<file path="src/rtl/mips_pkg.sv">
// Shared MIPS front-end definitions: datapath widths, opcode field bounds,
// fetch FSM encoding and reset defaults.
package mips_pkg;

    localparam int unsigned XLEN       = 32;
    localparam int unsigned IMM16_W    = 16;
    localparam int unsigned TARGET_W   = 26;
    localparam int unsigned OPCODE_MSB = 31;
    localparam int unsigned OPCODE_LSB = 26;
    localparam int unsigned OPCODE_W   = OPCODE_MSB - OPCODE_LSB + 1;

    localparam logic [XLEN-1:0] RESET_PC_DEFAULT   = 32'h0000_0000;
    localparam int unsigned     WAIT_LIMIT_DEFAULT = 15;

    typedef enum logic [1:0] {
        S_FETCH = 2'd0,
        S_VALID = 2'd1,
        S_ERR   = 2'd2
    } fetch_state_e;

    // Force an address onto a word boundary.
    function automatic logic [XLEN-1:0] word_align(input logic [XLEN-1:0] addr);
        return {addr[XLEN-1:2], 2'b00};
    endfunction

endpackage

</file>
<file path="src/rtl/fetch_unit_if.sv">
// Instruction-memory read channel between the fetch unit (master) and memory (slave).
interface fetch_unit_if;

    logic                       imem_req;
    logic [mips_pkg::XLEN-1:0]  imem_addr;
    logic                       imem_ack;
    logic [mips_pkg::XLEN-1:0]  imem_rdata;

    modport master (
        output imem_req,
        output imem_addr,
        input  imem_ack,
        input  imem_rdata
    );

    modport slave (
        input  imem_req,
        input  imem_addr,
        output imem_ack,
        output imem_rdata
    );

endinterface

</file>
<file path="src/rtl/pc_next.sv">
// Next-PC selection: jump target, taken branch, or sequential.
module pc_next
    import mips_pkg::*;
(
    input  logic [XLEN-1:0]     pc_plus4,
    input  logic [TARGET_W-1:0] imm26,
    input  logic                jump,
    input  logic                branch,
    input  logic                zero,
    output logic [XLEN-1:0]     next_pc_c
);

    logic [XLEN-1:0] jump_target;
    logic [XLEN-1:0] branch_offset;
    logic [XLEN-1:0] branch_target;

    always_comb begin
        jump_target   = {pc_plus4[XLEN-1:XLEN-4], imm26, 2'b00};
        branch_offset = {{(XLEN-IMM16_W-2){imm26[IMM16_W-1]}}, imm26[IMM16_W-1:0], 2'b00};
        branch_target = pc_plus4 + branch_offset;

        next_pc_c = pc_plus4;
        if (jump) begin
            next_pc_c = jump_target;
        end else if (branch && zero) begin
            next_pc_c = branch_target;
        end
    end

endmodule

</file>
<file path="src/rtl/fetch_unit.sv">
// Instruction fetch: requests one word at pc, holds it until consumed, then
// advances pc by jump/branch/sequential rules; times out to a sticky error.
module fetch_unit
    import mips_pkg::*;
#(
    parameter logic [XLEN-1:0] RESET_PC   = RESET_PC_DEFAULT,
    parameter int unsigned     WAIT_LIMIT = WAIT_LIMIT_DEFAULT
)(
    input  logic                clk,
    input  logic                rst_n,
    fetch_unit_if.master        imem,
    output logic [XLEN-1:0]     instr,
    output logic [OPCODE_W-1:0] opcode,
    output logic                instr_valid,
    input  logic                instr_ready,
    input  logic                Jump,
    input  logic                Branch,
    input  logic                Zero,
    output logic [XLEN-1:0]     pc,
    output logic [XLEN-1:0]     pc_plus4,
    output logic                fetch_err
);

    localparam int unsigned     CNT_W            = $clog2(WAIT_LIMIT + 1);
    localparam logic [CNT_W-1:0] LIMIT_LAST      = CNT_W'(WAIT_LIMIT - 1);
    localparam logic [XLEN-1:0] RESET_PC_ALIGNED = word_align(RESET_PC);

    fetch_state_e     state, state_d;
    logic [XLEN-1:0]  pc_d, plus4_d, instr_d;
    logic             valid_d, err_d, req_q, req_d;
    logic [CNT_W-1:0] wait_cnt, cnt_d;
    logic [XLEN-1:0]  next_pc_c;

    pc_next u_pc_next (
        .pc_plus4  (pc_plus4),
        .imm26     (instr[TARGET_W-1:0]),
        .jump      (Jump),
        .branch    (Branch),
        .zero      (Zero),
        .next_pc_c (next_pc_c)
    );

    // State and datapath registers; reset wins over any concurrent event.
    always_ff @(posedge clk) begin
        if (!rst_n) begin
            state       <= S_FETCH;
            pc          <= RESET_PC_ALIGNED;
            pc_plus4    <= RESET_PC_ALIGNED + 32'd4;
            instr       <= '0;
            instr_valid <= 1'b0;
            fetch_err   <= 1'b0;
            wait_cnt    <= '0;
            req_q       <= 1'b1;
        end else begin
            state       <= state_d;
            pc          <= pc_d;
            pc_plus4    <= plus4_d;
            instr       <= instr_d;
            instr_valid <= valid_d;
            fetch_err   <= err_d;
            wait_cnt    <= cnt_d;
            req_q       <= req_d;
        end
    end

    // Next-state and next-register values.
    always_comb begin
        state_d = state;
        pc_d    = pc;
        plus4_d = pc_plus4;
        instr_d = instr;
        valid_d = instr_valid;
        err_d   = fetch_err;
        cnt_d   = wait_cnt;

        case (state)
            S_FETCH: begin
                // An ack on the final allowed cycle is accepted, not a timeout.
                if (imem.imem_ack) begin
                    instr_d = imem.imem_rdata;
                    valid_d = 1'b1;
                    state_d = S_VALID;
                end else if (wait_cnt == LIMIT_LAST) begin
                    cnt_d   = wait_cnt + CNT_W'(1);
                    err_d   = 1'b1;
                    state_d = S_ERR;
                end else begin
                    cnt_d   = wait_cnt + CNT_W'(1);
                end
            end
            S_VALID: begin
                if (instr_ready) begin
                    pc_d    = word_align(next_pc_c);
                    plus4_d = pc_d + 32'd4;
                    valid_d = 1'b0;
                    cnt_d   = '0;
                    state_d = S_FETCH;
                end
            end
            S_ERR: begin
                valid_d = 1'b0;
                err_d   = 1'b1;
            end
            default: begin
                valid_d = 1'b0;
                err_d   = 1'b1;
                state_d = S_ERR;
            end
        endcase

        req_d = (state_d == S_FETCH);
    end

    assign imem.imem_req  = req_q;
    assign imem.imem_addr = pc;
    assign opcode         = instr[OPCODE_MSB:OPCODE_LSB];

endmodule

</file>
<file path="src/flat_wrapper.sv">
// flat-port wrapper written by rule: the top's interface ports become plain ports
module fetch_unit_flat import mips_pkg::*;
#(
    parameter logic [XLEN-1:0] RESET_PC   = RESET_PC_DEFAULT,
    parameter int unsigned     WAIT_LIMIT = WAIT_LIMIT_DEFAULT
)
  (clk, rst_n, instr, opcode, instr_valid, instr_ready, Jump, Branch, Zero, pc, pc_plus4, fetch_err, imem_imem_req, imem_imem_addr, imem_imem_ack, imem_imem_rdata);
  fetch_unit_if imem_i ();
  input  logic clk;
  input  logic rst_n;
  output logic [XLEN-1:0] instr;
  output logic [OPCODE_W-1:0] opcode;
  output logic instr_valid;
  input  logic instr_ready;
  input  logic Jump;
  input  logic Branch;
  input  logic Zero;
  output logic [XLEN-1:0] pc;
  output logic [XLEN-1:0] pc_plus4;
  output logic fetch_err;
  output wire logic [$bits(imem_i.imem_req)-1:0] imem_imem_req;
  output wire logic [$bits(imem_i.imem_addr)-1:0] imem_imem_addr;
  input wire logic [$bits(imem_i.imem_ack)-1:0] imem_imem_ack;
  input wire logic [$bits(imem_i.imem_rdata)-1:0] imem_imem_rdata;
  assign imem_imem_req = imem_i.imem_req;
  assign imem_imem_addr = imem_i.imem_addr;
  assign imem_i.imem_ack = imem_imem_ack;
  assign imem_i.imem_rdata = imem_imem_rdata;
  fetch_unit #(.RESET_PC(RESET_PC), .WAIT_LIMIT(WAIT_LIMIT)) u_core (.clk(clk), .rst_n(rst_n), .imem(imem_i), .instr(instr), .opcode(opcode), .instr_valid(instr_valid), .instr_ready(instr_ready), .Jump(Jump), .Branch(Branch), .Zero(Zero), .pc(pc), .pc_plus4(pc_plus4), .fetch_err(fetch_err));
endmodule
</file>
<file path="config.mk">
export PLATFORM = sky130hd
export DESIGN_NAME = fetch_unit_flat
export DESIGN_NICKNAME = d
export VERILOG_FILES = /design/src/rtl/mips_pkg.sv /design/src/rtl/fetch_unit_if.sv /design/src/rtl/pc_next.sv /design/src/rtl/fetch_unit.sv /design/src/flat_wrapper.sv
export SDC_FILE = /design/constraint.sdc
export NUM_CORES = 1
export LEC_CHECK = 0
export CAP_MARGIN = 20
export CORE_MARGIN = 8
export CORE_UTILIZATION = 52
export CTS_BUF_LIST = sky130_fd_sc_hd__clkbuf_8
export CTS_CLUSTER_SIZE = 24
export DETAILED_ROUTE_END_ITERATION = 10
export GPL_TIMING_DRIVEN = 0
export PLACE_DENSITY_LB_ADDON = 0.05
export SYNTH_ARGS = -nofsm -noshare
export SYNTH_HDL_FRONTEND = slang
export SYNTH_SLANG_ARGS = --single-unit
</file>
<file path="constraint.sdc">
create_clock -name clk -period 4.94 [get_ports clk]
set_input_delay 1.235 -clock clk [delete_from_list [all_inputs] [get_ports clk]]
set_output_delay 1.235 -clock clk [all_outputs]
set_load 0.1 [all_outputs]
</file>
==> results.cfg <==
[clock_tree]
cts_max_level = 3
numCtsBuffers = 9
clk_path_buf_depth = 2
path_clk_slew_ns = 0.11
cts_resized = 0
clock_latency_ns = 0.39
post_cts_buffers = 0
cts_tree = done
ctsRootBufferMaster = clkbuf_8
clock_sinks = 101
cts_hold_buffers = 0

[sta]
timing.fmax_mhz = 215
hold_viol_final = 0
clock-skew-final_ns = 0.0128
layout_min_cycle_time_ns = 4.64
worstMarginPinSlew_ns = 1.05
rsz0062_at_grt = false
finalHoldWorstSlack_ns = 0.456
finalSetupViolations = 0
slew_headroom_pct = 29.9
fin_crit_sh_pct = 94.0
maxSlewViolCount = 0

[global_routing]
grt_pass1_wl_um = 38200
met3_usage_pct = 6.52
grt_max_degree = 22
use_met1_pct = 33.3
grt_usage_pct = 26.9
busiest_layer = met2
use_met2_pct = 43.4
grt_pass1_vias = 7201
overflow = 0
antenna_found_initial = 0

[detailed_routing]
postRouteWirelength_um = 24000
post_drt_wl_per_cell_um = 18.6
dr.pass1.iters = 5
drt-initial-drc-count = 638
route.detailed.drc = 0
vias = 7608
ant_nets = 0
viasPerCell = 5.90

[place]
dp.cells = 1274
postPlaceCellArea_mm2 = 0.00892
port-buffer-count = 169
routabilityCongestion = 0.923
dp_hpwl_um = 18800

[power_and_ir_drop]
sw_frac_of_total_pct = 42.5
power.static_leakage_nw = 3.48
p_clk_share_pct = 23.7
p_seq_share_pct = 41.2
combPwrFrac_pct = 35.1
switching_power_mw = 0.920
power_density_mw_per_mm2 = 238
vdd_drop_max_v = 0.000207
intPower_mw = 1.25
power_mw = 2.17

[yosys]
avgSynthCellArea_um2 = 7.56
synthTopCellsByArea = dfxtp_1 29%, nand2_1 8.8%, a21oi_1 6.9%, ha_1 5.7%, buf_4 4.8%
ys_ff_latch = 101
synth_warnings = 0
ys.flop_type = dfxtp_1
synth_common_cells = 163 x nand2_1, 101 x dfxtp_1, 97 x a21oi_1
syn_inst = 924
synth_top_area_share_pct = 28.9
yosys.area.top_type = dfxtp_1
syn_area_mm2 = 0.00699
synthArstFlopShare_pct = 0
synth-seq-area-share_pct = 28.9
synth_enable_flop_cells = 0
yosysMostFrequentCell = nand2_1
ys_types = 87

[setup_path]
required_ns = 5.23
worstPathMaxFanout = 10
cp-end-kind = register
cp.arrival_ns = 4.94
critPathTopFamily = buffers and inverters
criticalPathCategory = in -> reg
slowest_delay_ns = 0.62
crit_buf_inv = 5
crit_chain = clkdlybuf4s50_1, buf_2, buf_2, buf_4, nand2_1, o21ai_0, ha_1, nand2_1, or4b_1, nand4bb_4, nor2_2, buf_6, a211oi_1, a311o_1
start_kind = primary input
slowest_stage = clkdlybuf4s50_1

[floorplan]
die-area_mm2 = 0.0174
fp.dieH_um = 132
io_pins = 176
start_util_pct = 53.0
die_x_um = 132
core_mm2 = 0.0132
rows = 42

[cells_and_area]
drive_above_1_share_pct = 9.78
final_cell_area_mm2 = 0.00910
syn2layout_area_growth_pct = 30.2
fin_cells = 1290
n_antenna_cell = 0
nets = 1181

[outcome]
status = completed

[flow_run]
maxCapViolCount = 0

[worst_hold_path]
hp-class = reg -> reg
[power groups by stage]
stage / clock (mW) / combinational (mW) / sequential (mW)
floorplan: 0 / 0.333 / 1.13
global placement: 0 / 0.749 / 0.911
detailed placement: 0 / 0.754 / 0.911
CTS: 0.517 / 0.757 / 0.892
global route: 0.555 / 0.800 / 0.898
finish: 0.513 / 0.760 / 0.893
[state kept, by name (all words and copies together), names as in the netlist]
name	count
u_core.wait_cnt	4
u_core.imem.imem_addr	30
u_core.pc_plus4	30
u_core.state	2
u_core.instr_valid	1
u_core.fetch_err	1
u_core.instr	32
u_core.imem.imem_req	1
[path summary, 6_finish.rpt]
path,startpoint,endpoint,slack [ns],cells after the start
min,u_core.fetch_err,u_core.fetch_err,0.46,2
max,Jump,u_core.pc_plus4[28],0.30,14
max reg2reg,u_core.instr[15],u_core.pc_plus4[29],0.87,12
min reg2reg,u_core.fetch_err,u_core.fetch_err,0.46,2
[through the flow]
stage	setup TNS [ns]	setup WS (ns)	utilization (%)
2_1_floorplan	0	0.860	-
3_3_place_gp	0	0.00231	67.6
3_5_place_dp	-0.0251	-0.0251	67.6
4_1_cts	0	0.399	69.0
5_1_grt	0	0.0995	69.0
6_report	0	0.297	69.0
[final cells by class]
type / instances / area, µm²
buffer: 94 / 551
clock buffer: 9 / 124
clock inverter: 7 / 57.6
fill: 1177 / 4090
inverter: 12 / 45.0
multi-input combinational: 722 / 4390
sequential: 101 / 2020
tap: 176 / 220
timing repair buffer: 169 / 1690
[per-layer routing]
metal  vias to the layer above  routed length (µm)
met4                         0                 774
met1                      3560               10100
li1                       3646                   -
met5                         -                   0
met3                        47                2160
met2                       355               11000
[worst reg2reg max path, cell delays in order (launching register included)]
cell and delay [ns]:
dfxtp_1 0.89, ha_1 0.36, buf_2 0.18, a21o_1 0.23
o21bai_1 0.17, a311oi_1 0.40, a21oi_1 0.13, nor4_1 0.42
a32o_1 0.29, nand4bb_4 0.19, or4_4 0.56, nand2_1 0.09
o211ai_2 0.08
[kinds of logic after synthesis]
family                   synth area share (%)
AO/OA/AOI/OAI                            24.6
buffers and inverters                    8.52
AND/OR/NAND/NOR                          27.2
XOR/XNOR                                 3.63
multiplexers                             1.02
flip-flops                               28.9
other                                  0.0537
adder cells (fa/ha/maj)                  6.01
[cells in the final DEF, fill, tap and decap left out, types with 7 or more instances in the layout]
master,count
buf_2,11
or3_1,8
clkdlybuf4s50_1,169
dfxtp_1,101
nand3_1,19
o21ai_0,41
nand2_1,163
a211oi_1,19
clkbuf_8,9
a21o_1,13
buf_4,45
a211o_1,8
nand4_1,9
and3_1,12
nor4_1,9
inv_1,12
a21oi_1,97
ha_1,32
xor2_1,9
clkbuf_1,35
a31oi_1,10
xnor2_1,20
nor3_1,20
and4_1,7
and2_1,8
nor2_1,86
o211ai_1,7
(Power assumes the default switching activity.)
